<file path="src/rtl/expr_eval_pkg.sv">
// Shared encodings for the expression evaluator.
// State values line up with the legality checker.
package expr_eval_pkg;

  typedef enum logic [2:0] {
    ST_EMPTY  = 3'd0,
    ST_ERR    = 3'd1,
    ST_VAL    = 3'd2,
    ST_OPW    = 3'd3,
    ST_PEMPTY = 3'd4,
    ST_PVAL   = 3'd5,
    ST_POPW   = 3'd6
  } state_t;

  typedef enum logic {
    OP_ADD = 1'b0,
    OP_MUL = 1'b1
  } op_t;

  typedef enum logic [2:0] {
    C_ILL, C_DIG, C_OP, C_LP, C_RP
  } cls_t;

  localparam logic [7:0] CH_0   = 8'h30;
  localparam logic [7:0] CH_9   = 8'h39;
  localparam logic [7:0] CH_ADD = 8'h2B;
  localparam logic [7:0] CH_MUL = 8'h2A;
  localparam logic [7:0] CH_LP  = 8'h28;
  localparam logic [7:0] CH_RP  = 8'h29;

  function automatic cls_t classify(
    input logic [7:0] c
  );
    cls_t k;
    k = C_ILL;
    if (c >= CH_0 && c <= CH_9)
      k = C_DIG;
    else if (c == CH_ADD || c == CH_MUL)
      k = C_OP;
    else if (c == CH_LP)
      k = C_LP;
    else if (c == CH_RP)
      k = C_RP;
    return k;
  endfunction

endpackage

</file>
<file path="src/rtl/expr_apply.sv">
// Folds one factor into (S, T) under the pending operator.
// Purely combinational; carry/high product bits feed ovf.
module expr_apply
  import expr_eval_pkg::*;
#(
  parameter int W = 16
) (
  input  logic [W-1:0] i_s,
  input  logic [W-1:0] i_t,
  input  logic         i_op,
  input  logic [W-1:0] i_f,
  output logic [W-1:0] o_s,
  output logic [W-1:0] o_t,
  output logic         o_ovf
);

  logic [W:0]     w_sum;
  logic [2*W-1:0] w_prod;

  always_comb begin
    w_sum  = {1'b0, i_s} + {1'b0, i_t};
    w_prod = {{W{1'b0}}, i_t} * {{W{1'b0}}, i_f};
    if (i_op == OP_MUL) begin
      o_s   = i_s;
      o_t   = w_prod[W-1:0];
      o_ovf = |w_prod[2*W-1:W];
    end else begin
      o_s   = w_sum[W-1:0];
      o_t   = i_f;
      o_ovf = w_sum[W];
    end
  end

endmodule

</file>
<file path="src/rtl/expr_eval.sv">
// Running evaluator for single-digit +,* expressions
// with one level of parentheses; one char per clk.
module expr_eval
  import expr_eval_pkg::*;
#(
  parameter int W = 16
) (
  input  logic         clk,
  input  logic         clr,
  input  logic [7:0]   in,
  output logic         ok,
  output logic [W-1:0] value,
  output logic         ovf
);

  state_t       r_st, w_nst;
  logic [W-1:0] r_s, r_t, r_so, r_to;
  logic         r_op, r_opo, r_ovf;

  logic [W-1:0] w_ns, w_nt, w_nso, w_nto;
  logic         w_nop, w_nopo, w_novf;

  cls_t         w_cls;
  logic         w_rp;
  logic [W:0]   w_v;
  logic [W-1:0] w_dig;
  logic [W-1:0] w_as, w_at, w_af;
  logic         w_aop;
  logic [W-1:0] w_ps, w_pt;
  logic         w_povf;

  assign w_cls = classify(in);
  assign w_dig = {{(W-4){1'b0}}, in[3:0]};
  assign w_v   = {1'b0, r_s} + {1'b0, r_t};
  assign w_rp  = (r_st == ST_PVAL) && (w_cls == C_RP);

  // On ')' the inner sum is folded into the restored outer frame.
  assign w_as  = w_rp ? r_so : r_s;
  assign w_at  = w_rp ? r_to : r_t;
  assign w_aop = w_rp ? r_opo : r_op;
  assign w_af  = w_rp ? w_v[W-1:0] : w_dig;

  expr_apply #(.W(W)) u_apply (
    .i_s   (w_as),
    .i_t   (w_at),
    .i_op  (w_aop),
    .i_f   (w_af),
    .o_s   (w_ps),
    .o_t   (w_pt),
    .o_ovf (w_povf)
  );

  assign ok    = (r_st == ST_VAL);
  assign value = ok ? w_v[W-1:0] : '0;
  assign ovf   = r_ovf;

  always_comb begin
    w_nst  = ST_ERR;
    w_ns   = r_s;
    w_nt   = r_t;
    w_nop  = r_op;
    w_nso  = r_so;
    w_nto  = r_to;
    w_nopo = r_opo;
    w_novf = r_ovf | (ok & w_v[W]);
    unique case (r_st)
      ST_EMPTY, ST_OPW: begin
        unique case (1'b1)
          w_cls == C_DIG: begin
            w_nst  = ST_VAL;
            w_ns   = w_ps;
            w_nt   = w_pt;
            w_novf = w_novf | w_povf;
          end
          w_cls == C_LP: begin
            w_nst  = ST_PEMPTY;
            w_nso  = r_s;
            w_nto  = r_t;
            w_nopo = r_op;
            w_ns   = '0;
            w_nt   = '0;
            w_nop  = OP_ADD;
          end
          default: ;
        endcase
      end
      ST_VAL: begin
        if (w_cls == C_OP) begin
          w_nst = ST_OPW;
          w_nop = (in == CH_MUL) ? OP_MUL : OP_ADD;
        end
      end
      ST_PEMPTY, ST_POPW: begin
        if (w_cls == C_DIG) begin
          w_nst  = ST_PVAL;
          w_ns   = w_ps;
          w_nt   = w_pt;
          w_novf = w_novf | w_povf;
        end
      end
      ST_PVAL: begin
        unique case (1'b1)
          w_cls == C_OP: begin
            w_nst = ST_POPW;
            w_nop = (in == CH_MUL) ? OP_MUL : OP_ADD;
          end
          w_cls == C_RP: begin
            w_nst  = ST_VAL;
            w_ns   = w_ps;
            w_nt   = w_pt;
            w_nop  = r_opo;
            w_novf = w_novf | w_povf | w_v[W];
          end
          default: ;
        endcase
      end
      default: w_nst = ST_ERR;
    endcase
  end

  always_ff @(posedge clk or posedge clr) begin
    if (clr) begin
      r_st  <= ST_EMPTY;
      r_s   <= '0;
      r_t   <= '0;
      r_op  <= OP_ADD;
      r_so  <= '0;
      r_to  <= '0;
      r_opo <= OP_ADD;
      r_ovf <= 1'b0;
    end else begin
      r_st  <= w_nst;
      r_s   <= w_ns;
      r_t   <= w_nt;
      r_op  <= w_nop;
      r_so  <= w_nso;
      r_to  <= w_nto;
      r_opo <= w_nopo;
      r_ovf <= w_novf;
    end
  end

endmodule

</file>
<file path="config.mk">
export PLATFORM = sky130hd
export DESIGN_NAME = expr_eval
export DESIGN_NICKNAME = d
export VERILOG_FILES = /design/src/rtl/expr_eval_pkg.sv /design/src/rtl/expr_apply.sv /design/src/rtl/expr_eval.sv
export SDC_FILE = /design/constraint.sdc
export NUM_CORES = 1
export LEC_CHECK = 0
export CORE_MARGIN = 2
export CORE_UTILIZATION = 67
export CTS_CLUSTER_SIZE = 30
export DETAILED_ROUTE_END_ITERATION = 6
export PLACE_DENSITY_LB_ADDON = 0.12
export SLEW_MARGIN = 30
export SYNTH_ARGS = -nofsm -noshare
export SYNTH_HDL_FRONTEND = slang
export SYNTH_SLANG_ARGS = --single-unit
export TNS_END_PERCENT = 5
</file>
<file path="constraint.sdc">
create_clock -name clk -period 11.97 [get_ports clk]
set_clock_uncertainty 0.15 [all_clocks]
set_input_delay 2.394 -clock clk [delete_from_list [all_inputs] [get_ports clk]]
set_output_delay 2.394 -clock clk [all_outputs]
set_load 0.02 [all_outputs]
</file>
# Word-level counts from Yosys, hierarchy flattened
# Index checks and enable logic that the tools add are counted.
# W data, S select, Z words.
# op_classes
addsub	2
mul	1
n_div	0
magnitude_cmp	2
n_eq_ne	19
shifts	0
n_mux	33
bitwise_logic	4
reduce_logical	13
# op_table
op	count
$mux W16	10
$pmux W16 S3	2
$pmux W16 S2	2
$add A16 B16 Y17	2
$eq A8 B6 Y1 const B	4
$mul A16 B16 Y32	1
$reduce_or A16 Y1	1
$mux W3	5
$eq A3 B2 Y1 const B	4
$eq A3 B3 Y1 const B	4
$pmux W3 S2	2
$pmux W3 S4	1
$ge A8 B6 Y1 const B	1
$le A8 B6 Y1 const B	1
$reduce_and A4 Y1	2
$mux W1	7
$reduce_bool A3 Y1	2
$ne A2 B1 Y1 const B	2
$ne A2 B2 Y1 const B	2
$pmux W1 S2	2
$reduce_or A2 Y1	2
$reduce_or A4 Y1	1
$eq A3 B1 Y1 const B	1
$logic_not A3 Y1	1
other kinds (9)	12
# totals
regBits	70
latchBits	0
mem_bits_rw	0
romBits	0
input_bits	10
output_inout_bits	18
wordCells	82
n_memories	0

# Longest topological paths before layout
# Gate-level depths: netlist (run 1).
# logic_depth
ltp_word	15
depth_mapped	33
mapped_depth_nobuf	31

# Hierarchy
# Synthesis (run 1) repeated with hierarchy kept, for this count alone.
# hier_totals
cells_unflattened	1586
area_unflattened_um2	13819.5
# modules_own_cells
module	instances	cells_each	area_per_inst_um2	seq_area_each_um2
expr_apply	1	1147	9580.4	0.0
expr_eval	1	439	4239.1	1751.7

# Worst setup path before layout (run 1)
# OpenSTA, ideal clock, no wires.
# synth_path
path_kind	in2reg
start	input in[6]
end	register r_ovf (netlist: ovf)
setup_ns	0.136
arrival_ns	9.367
required_ns	11.684
setup_slack_ns	2.317
path_stages	29
path_buffers	4
cell_sequence	nor3b_2 -> nand2_1 -> nor2_1 -> buf_2 -> nand2_1 -> buf_2 -> buf_2 -> nor2_1 -> nand2_1 -> fa_1 -> inv_1 -> fa_1 -> inv_1 -> fa_1 -> fa_1 -> fa_1 -> fa_1 -> inv_1 -> ha_1 -> buf_2 -> a21oi_1 -> o21ai_0 -> nor2b_1 -> a2111oi_2 -> mux2_2 -> a2111oi_2 -> nand4_1 -> nor4_1 -> a31oi_1
# synth_between
elab_chain_len	15
elab_cells_between_ends	28
classes_between	1 x add/sub; 1 x mul; 2 x order compare; 6 x eq/ne; 12 x mux; 2 x bitwise; 4 x reduce/logical
# synth_lines
element	line	text
start: declaration	expr_eval.sv:10	input logic [7:0] in,
$eq A8 B6 Y1	expr_eval_pkg.sv:42	else if (c == CH_RP)
$mux W3	expr_eval_pkg.sv:42	
$mux W3	expr_eval_pkg.sv:40	else if (c == CH_LP)
$mux W3	expr_eval_pkg.sv:38	else if (c == CH_ADD || c == CH_MUL)
$mux W3 *	expr_eval_pkg.sv:36	if (c >= CH_0 && c <= CH_9)
$eq A3 B3 Y1	expr_eval.sv:35, expr_eval.sv:107	
$logic_and A1 B1 Y1	expr_eval.sv:35	assign w_rp = (r_st == ST_PVAL) && (w_cls == C_RP);
$mux W16 (on tied branches)	expr_eval.sv:39, expr_eval.sv:41	
$mul A16 B16 Y32	expr_apply.sv:22	w_prod = {{W{1'b0}}, i_t} * {{W{1'b0}}, i_f};
$reduce_or A16 Y1	expr_apply.sv:26	o_ovf = |w_prod[2*W-1:W];
$mux W1	expr_apply.sv:23	if (i_op == OP_MUL) begin
$or A1 B1 Y1	expr_eval.sv:73, expr_eval.sv:98, expr_eval.sv:112	
$or A1 B1 Y1	expr_eval.sv:112	w_novf = w_novf | w_povf | w_v[W];
$mux W1	expr_eval.sv:102	unique case (1'b1)
$pmux W1 S2 *	expr_eval.sv:66	unique case (r_st)
named net w_novf	expr_eval.sv:21	logic w_nop, w_nopo, w_novf;
end signal: assignment	expr_eval.sv:139	r_ovf <= w_novf;
end: declaration	expr_eval.sv:18	logic r_op, r_opo, r_ovf;
# The timed path passes the listed nets; every way through them passes the cells marked *.
# A chain may end at the register's enable or synchronous reset.

# Worst setup path in the final report (run 1)
# layout_path
start	input in[3]
end	register r_ovf (netlist: ovf)
# layout_between
elab_chain_len	15
elab_cells_between_ends	28
classes_between	1 x add/sub; 1 x mul; 2 x order compare; 6 x eq/ne; 12 x mux; 2 x bitwise; 4 x reduce/logical
# layout_lines
element	line
$eq A8 B6 Y1	expr_eval_pkg.sv:42
$mux W3	expr_eval_pkg.sv:42
$mux W3	expr_eval_pkg.sv:40
$mux W3	expr_eval_pkg.sv:38
$mux W3	expr_eval_pkg.sv:36
$eq A3 B3 Y1	expr_eval.sv:35, expr_eval.sv:107
$logic_and A1 B1 Y1	expr_eval.sv:35
$mux W16 (on tied branches)	expr_eval.sv:39, expr_eval.sv:41
$mul A16 B16 Y32	expr_apply.sv:22
$reduce_or A16 Y1	expr_apply.sv:26
$mux W1	expr_apply.sv:23
$or A1 B1 Y1	expr_eval.sv:73, expr_eval.sv:98, expr_eval.sv:112
$or A1 B1 Y1	expr_eval.sv:112
$mux W1	expr_eval.sv:102
$pmux W1 S2 *	expr_eval.sv:66
named net w_novf	expr_eval.sv:21
# Marks and branches as above.

==> metrics.md, run 1 <==
| Metric | Value |
|---|---|
| Routed WL | `40170 um` |
| Max_cap viols | `0` |
| Hold_buf cts | `0` |
| Layout cells sized above 1 | `6.330%` |
| Final Wtd Congestion | `0.9514` |
| Worst path required time | `12050 ps` |
| Total grt overflow | `0` |
| Synth Register Bits | `70` |
| Power density over the cells | `56.90 nW/um^2` |
| Fin Setup TNS | `0 ps` |
| Crit Path Class | `input port to register` |
| Site row count | `52` |
| CTS tree | `yes` |
| Hold Startpoint | `r_to[7]$_DFFE_PP0P_` |
| Final-report setup violation count | `0` |
| Post_cts resized | `0` |
| Net Count, Synth | `1979` |
| HP Class | `register to register` |
| R2r endpoint | `ovf$_DFF_PP0_` |
| Port bufs | `27` |
| Clock slew seen by the registers of the worst setup and hold paths | `70 ps` |
| Maximum vdd drop | `0.06324 mV` |
| Minimum clock period | `10830 ps` |
| CTS buffer count | `9` |
| Number of flops mapped to enable cells by yosys | `0` |
| Initial DRC Count | `1065` |
| Hold path depth | `1` |
| Crit-path max FO | `13` |
| Count leader, synth | `nand2_1` |
| H-Tree Depth | `3` |
| Clock Latency Late Sink | `350 ps` |
| Hold endpoint | `r_to[7]$_DFFE_PP0P_` |
| Reg2reg setup slack | `2550 ps` |
| Biggest area consumer among synthesized cells | `fa_1` |
| Period utilisation layout | `90.49%` |
| Number of global-route vias before repair | `12020` |
| DRC violations left | `0` |
| DIE HEIGHT | `146.3 um` |
| Post-synthesis async set-or-reset flop share | `100.0%` |
| Largest net degree at the start of global routing | `71` |
| Post-CTS Setup Bufs | `0` |
| Antenna Violating Nets Remaining | `0` |
| First-pass GRT wire length | `64160 um` |
| RSZ-0062 raised after global routing | `no` |
| Status | `finished, final reports clean` |
| Maximum clock path buffer count | `2` |
| Die Width | `146.3 um` |
| Final Net Count | `1980` |
| Ant diodes | `0` |
| Critical Path AT | `10910 ps` |
| Worst-Margin Slew | `970.0 ps` |
| Power Total | `0.0008214 W` |
| Post-detail-place hpwl | `32700 um` |
| Synth cell types | `72` |
| Die ar. | `21390 um^2` |
| CTS Root Cell | `clkbuf_16` |
| Initial antenna violation count | `0` |
| CP Capture Type | `register` |
| Synth Flop Type | `dfrtp_1` |
| Starting Density | `67.66%` |
| Vias | `11860` |
| Initial DRT Pass Iterations | `7` |
| Syn Area/Cell | `8.282 um^2` |
| Vias per inst | `6.200` |
| Post-synthesis sequential area ratio | `12.92%` |
| Hold Vio Cnt, Final | `0` |
| GRT Util Overall | `39.06%` |
| Core area | `20040 um^2` |
| I/O pin cnt | `28` |
| Max-slew violations | `0` |
| WL/cell | `21.00 um` |
| Synth top area cells | `fa_1 29%, dfrtp_1 13%, ha_1 13%, nand2_1 7.7%, inv_1 6.4%` |
| CP Launch Type | `input port` |
| Clock Sink Count | `70` |
| Synth Instances | `1637` |
| Rel. slew slack | `35.12%` |
| Post-synth top cells | `277 x nand2_1, 231 x inv_1, 199 x nor2_1, 196 x fa_1, 136 x ha_1` |
| Worst r2r path cells | `28` |
| Achievable Freq | `92.33 MHz` |
| Synth Cell Area | `13560 um^2` |
| YS warnings | `0` |
| Leakage power | `6.885 nW` |
| Top cell type's share of synthesized area | `28.94%` |
| Area grow syn2layout | `6.469%` |
| Worst reg2reg startpoint | `r_t[0]$_DFFE_PP0P_` |
[kinds of logic after synthesis]
group / after synthesis / synth area share, %
simple gates: 601 / 18.91
fa+ha+maj: 332 / 41.49
buf+inv: 291 / 8.139
compound gates: 255 / 12.12
flops: 70 / 12.92
xor+xnor: 47 / 3.036
mux: 41 / 3.387
[layout by cell type (no fill, tap or decap), drive strengths merged, types with 6 or more instances in the layout]
master,instances
nor2b,8
dfrtp,70
buf,18
nand3,23
nand2,277
o21a,14
a31oi,14
clkbuf,12
nor3,21
ha,136
or2,9
or3,6
a211oi,7
o21ai,61
xnor2,25
inv,237
a21oi,79
fa,196
a21o,15
nor2,199
and3,15
xor2,22
clkdlybuf4s50,27
nand2b,8
o31ai,14
and2,17
mux2,36
[state kept, by name, indices dropped and copies added (netlist names)]
name and flops:
r_so 16, r_st 3, r_op 1, r_opo 1, r_t 16, r_to 16
ovf 1, r_s 16
[power breakdown]
part	internal, W	leakage, nW	switching (W)
clock network	0.000160	0.150	0.000122
registers	0.000249	0.967	0.0000230
logic	0.0000961	5.77	0.000171
[layer usage]
layer,GRT usage [%],wire [um]
met5,0,0
met2,63.92,19290
met3,8.469,3630
met1,49.04,14860
met4,20.49,2379
[cell type report]
type / instances / area (um^2)
clock inverters: 4 / 35.03
fillers: 1656 / 5604
inverters: 236 / 885.9
flip-flops and latches: 70 / 1752
multi-input cells: 1276 / 10750
well taps: 270 / 337.8
clock buffers: 12 / 266.5
repair buffers: 45 / 409.1
[worst max-delay path, cell delays in order]
cell and delay (ps):
clkdlybuf4s50_1 550, nor3b_2 220, nand2_1 250, nor3_4 620, nand2_1 340, and2_1 350
inv_1 280, nand2_1 120, fa_1 510, fa_1 580, fa_1 450, fa_1 590
fa_1 440, fa_1 500, inv_1 40, ha_1 380, a21oi_1 210, o21ai_0 180
nor2b_1 180, a2111oi_2 480, mux2_2 400, a2111oi_2 330, nand4_1 140, nor4_1 250
a31oi_1 120
[metrics by stage]
step / worst slack, ps / hold WS, ps / instances / util [%] / cell area, um^2
3_5_place_dp: 796.7 / 334.9 / 1897 / 70.40 / 14110
6_report: 1139 / 352.6 / 1913 / 72.03 / 14440
5_1_grt: 571.8 / 361.8 / 1913 / 72.03 / 14440
3_3_place_gp: 1012 / 328.2 / 1897 / 70.40 / 14110
4_1_cts: 1192 / 349.8 / 1913 / 71.90 / 14410
2_1_floorplan: 2317 / 320.6 / 1637 / - / 13560
[worst max path at each step]
stage / from / end / slack (ps) / depth (start not counted)
after floorplan: in[6] / ovf$_DFF_PP0_ / 2320 / 29
after global placement: in[3] / ovf$_DFF_PP0_ / 1010 / 27
after detailed placement: in[3] / ovf$_DFF_PP0_ / 800 / 27
after CTS: in[3] / ovf$_DFF_PP0_ / 1190 / 27
after global routing: in[3] / ovf$_DFF_PP0_ / 570 / 27
final: in[3] / ovf$_DFF_PP0_ / 1140 / 25
No activity file was read; power rests on OpenSTA's default activity.
==> run 2, diff against run 1 <==
SYNTH_HIERARCHICAL = 1   (was not set)
==> metrics.md, run 2 <==
| Metric | Value |
|---|---|
| GRT Util Overall | `33.40%` |
| DIE HEIGHT | `147.6 um` |
| Achievable Freq | `90.35 MHz` |
| Worst path max stage delay | `690 ps` |
| Biggest area consumer among synthesized cells | `fa_1` |
| Fin Setup TNS | `0 ps` |
| Port bufs | `27` |
| Maximum vdd drop | `0.07487 mV` |
| Post-detail-place hpwl | `26730 um` |
| Clock Latency Late Sink | `340 ps` |
| Rel. slew slack | `43.29%` |
| Post-synthesis sequential area ratio | `12.68%` |
| CTS Root Cell | `clkbuf_16` |
| Crit-path max FO | `51` |
| Design area | `14650 um^2` |
| Synth cell types | `72` |
| Crit Path Class | `input port to register` |
| Post-synthesis async set-or-reset flop share | `100.0%` |
| Final-layout fill cell count | `1578` |
| Leakage power | `6.811 nW` |
| Vias per inst | `6.039` |
| Synth top area cells | `fa_1 28%, dfrtp_1 13%, ha_1 12%, nand2_1 7.2%, mux2_2 6.2%` |
| HP Class | `register to register` |
| Layout cells sized above 1 | `8.454%` |
| Final std cells w/o fill | `1855` |
| Hold_buf cts | `0` |
| Initial DRT Pass Iterations | `5` |
| Synth Instances | `1586` |
| Final-report setup violation count | `0` |
| Clock Sink Count | `70` |
| Top cell type's share of synthesized area | `28.39%` |
| Final Net Count | `1922` |
| DRC violations left | `0` |
| First-pass GRT wire length | `57810 um` |
| H-Tree Depth | `3` |
| Clock slew seen by the registers of the worst setup and hold paths | `60 ps` |
| Net Count, Synth | `1928` |
| Most common cell after layout, fill and taps aside | `nand2_1` |
| CP Capture Type | `register` |
| Maximum clock path buffer count | `2` |
| Post-CTS Setup Bufs | `0` |
| Ant diodes | `0` |
| Hold Vio Cnt, Final | `0` |
| Total grt overflow | `0` |
| YS warnings | `6` |
| Core area | `20230 um^2` |
| Area grow syn2layout | `5.994%` |
| Number of flops mapped to enable cells by yosys | `0` |
| Antenna Violating Nets Remaining | `0` |
| CTS tree | `yes` |
| Max_cap viols | `0` |
| Post-synth top cells | `264 x nand2_1, 215 x inv_1, 196 x fa_1, 136 x ha_1, 118 x and2_1` |
| Die Width | `147.6 um` |
| Vias | `11200` |
| Die ar. | `21790 um^2` |
| Hold path depth | `1` |
| Post_cts resized | `0` |
| Routed WL | `34440 um` |
| Starting Density | `68.30%` |
| RSZ-0062 raised after global routing | `no` |
| Initial antenna violation count | `0` |
| Power density over the cells | `36.57 nW/um^2` |
| Synth Flop Type | `dfrtp_1` |
| Worst r2r path cells | `33` |
| I/O pin cnt | `28` |
| Period utilisation layout | `92.46%` |
| WL/cell | `18.57 um` |
| Critical Path AT | `11180 ps` |
| Worst path slowest cell | `nor2_1` |
| Minimum clock period | `11070 ps` |
| Final Wtd Congestion | `0.9264` |
| CP Launch Type | `input port` |
| Synth Register Bits | `70` |
| Placed cell area | `14340 um^2` |
| Worst path required time | `12090 ps` |
| Largest net degree at the start of global routing | `71` |
| Initial DRC Count | `805` |
| Syn Area/Cell | `8.713 um^2` |
| Commonest non-fill, non-tap cells in the layout | `264 x nand2_1, 214 x inv_1, 196 x fa_1` |
| WHS | `335.1 ps` |
| Count leader, synth | `nand2_1` |
| Site row count | `52` |
| Number of global-route vias before repair | `11650` |
| Status | `finished, final reports clean` |
| Worst-Margin Slew | `847.6 ps` |
| DP Cell Count | `1839` |
| Crit-path most repeated cell | `fa_1` |
| Synth Cell Area | `13820 um^2` |
| CTS buffer count | `9` |
| Max-slew violations | `0` |
==> run 2: worst paths after layout <==
kind / startpoint / to / slack (ps)
min reg2reg: r_so[8]$_DFFE_PP0P_ / r_so[8]$_DFFE_PP0P_ / 340
max: in[4] / ovf$_DFF_PP0_ / 900
max reg2reg: r_t[5]$_DFFE_PP0P_ / ovf$_DFF_PP0_ / 2600
min: r_so[8]$_DFFE_PP0P_ / r_so[8]$_DFFE_PP0P_ / 340
min in group asynchronous: clr / r_so[13]$_DFFE_PP0P_ / 2370
max in group asynchronous: clr / r_to[7]$_DFFE_PP0P_ / 8830
==> run 2: layout make-up <==
cell class              instances  area [um^2]  share of cell area (%)
repair buffers                 53        481.7                   3.289
inverters                     215        807.0                   5.510
clock inverters                 7        80.08                  0.5467
multi-input cells            1231        10960                   74.85
clock buffers                   9        225.2                   1.538
well taps                     270        337.8                   2.306
flip-flops and latches         70         1752                   11.96
==> run 2: layer usage <==
layer  up-vias  share of wire [%]  GRT usage, %
met1      5555                 41         43.66
met4         0                4.6         13.75
li1       5102                  -             -
met5         -                  0             0
met2       438                 49         57.09
met3       108                5.5         3.673
==> run 2: metrics by stage <==
| step | util, % | setup slack [ps] | total power, W |
|---|---|---|---|
| after floorplan | - | 2127 | 0.0002546 |
| after global placement | 70.86 | 760.1 | 0.0002641 |
| after detailed placement | 70.86 | 668.3 | 0.0002643 |
| after CTS | 72.37 | 1011 | 0.0005376 |
| after global routing | 72.39 | 282.4 | 0.0005520 |
| final | 72.39 | 902.2 | 0.0005356 |
==> run 2: logic make-up (layout without fill, tap and decap cells) <==
| family | Yosys count | after routing | synth area share, % |
|---|---|---|---|
| and+or+nand+nor | 533 | 533 | 18.28 |
| adders and majority gates | 333 | 333 | 40.78 |
| buffers and inverters | 285 | 284 | 8.040 |
| AOI/OAI and AO/OA | 240 | 240 | 10.86 |
| muxes | 81 | 81 | 6.573 |
| DFF | 70 | 70 | 12.68 |
| xor gates and xnor gates | 44 | 44 | 2.789 |
==> run 2: report_power, final <==
part	internal [W]	leakage [nW]	switching, W
clock	0.000164	0.148	0.000111
combinational	0.00000755	5.69	0.0000155
sequential	0.000237	0.968	0.000000278
total	0.000408	6.81	0.000127
==> run 2: critical path: cells and delay by family <==
family | cells | cell delay [ps]
fa+ha+maj | 8 | 3480
simple gates | 10 | 2960
compound gates | 7 | 1220
buf+inv | 7 | 1120
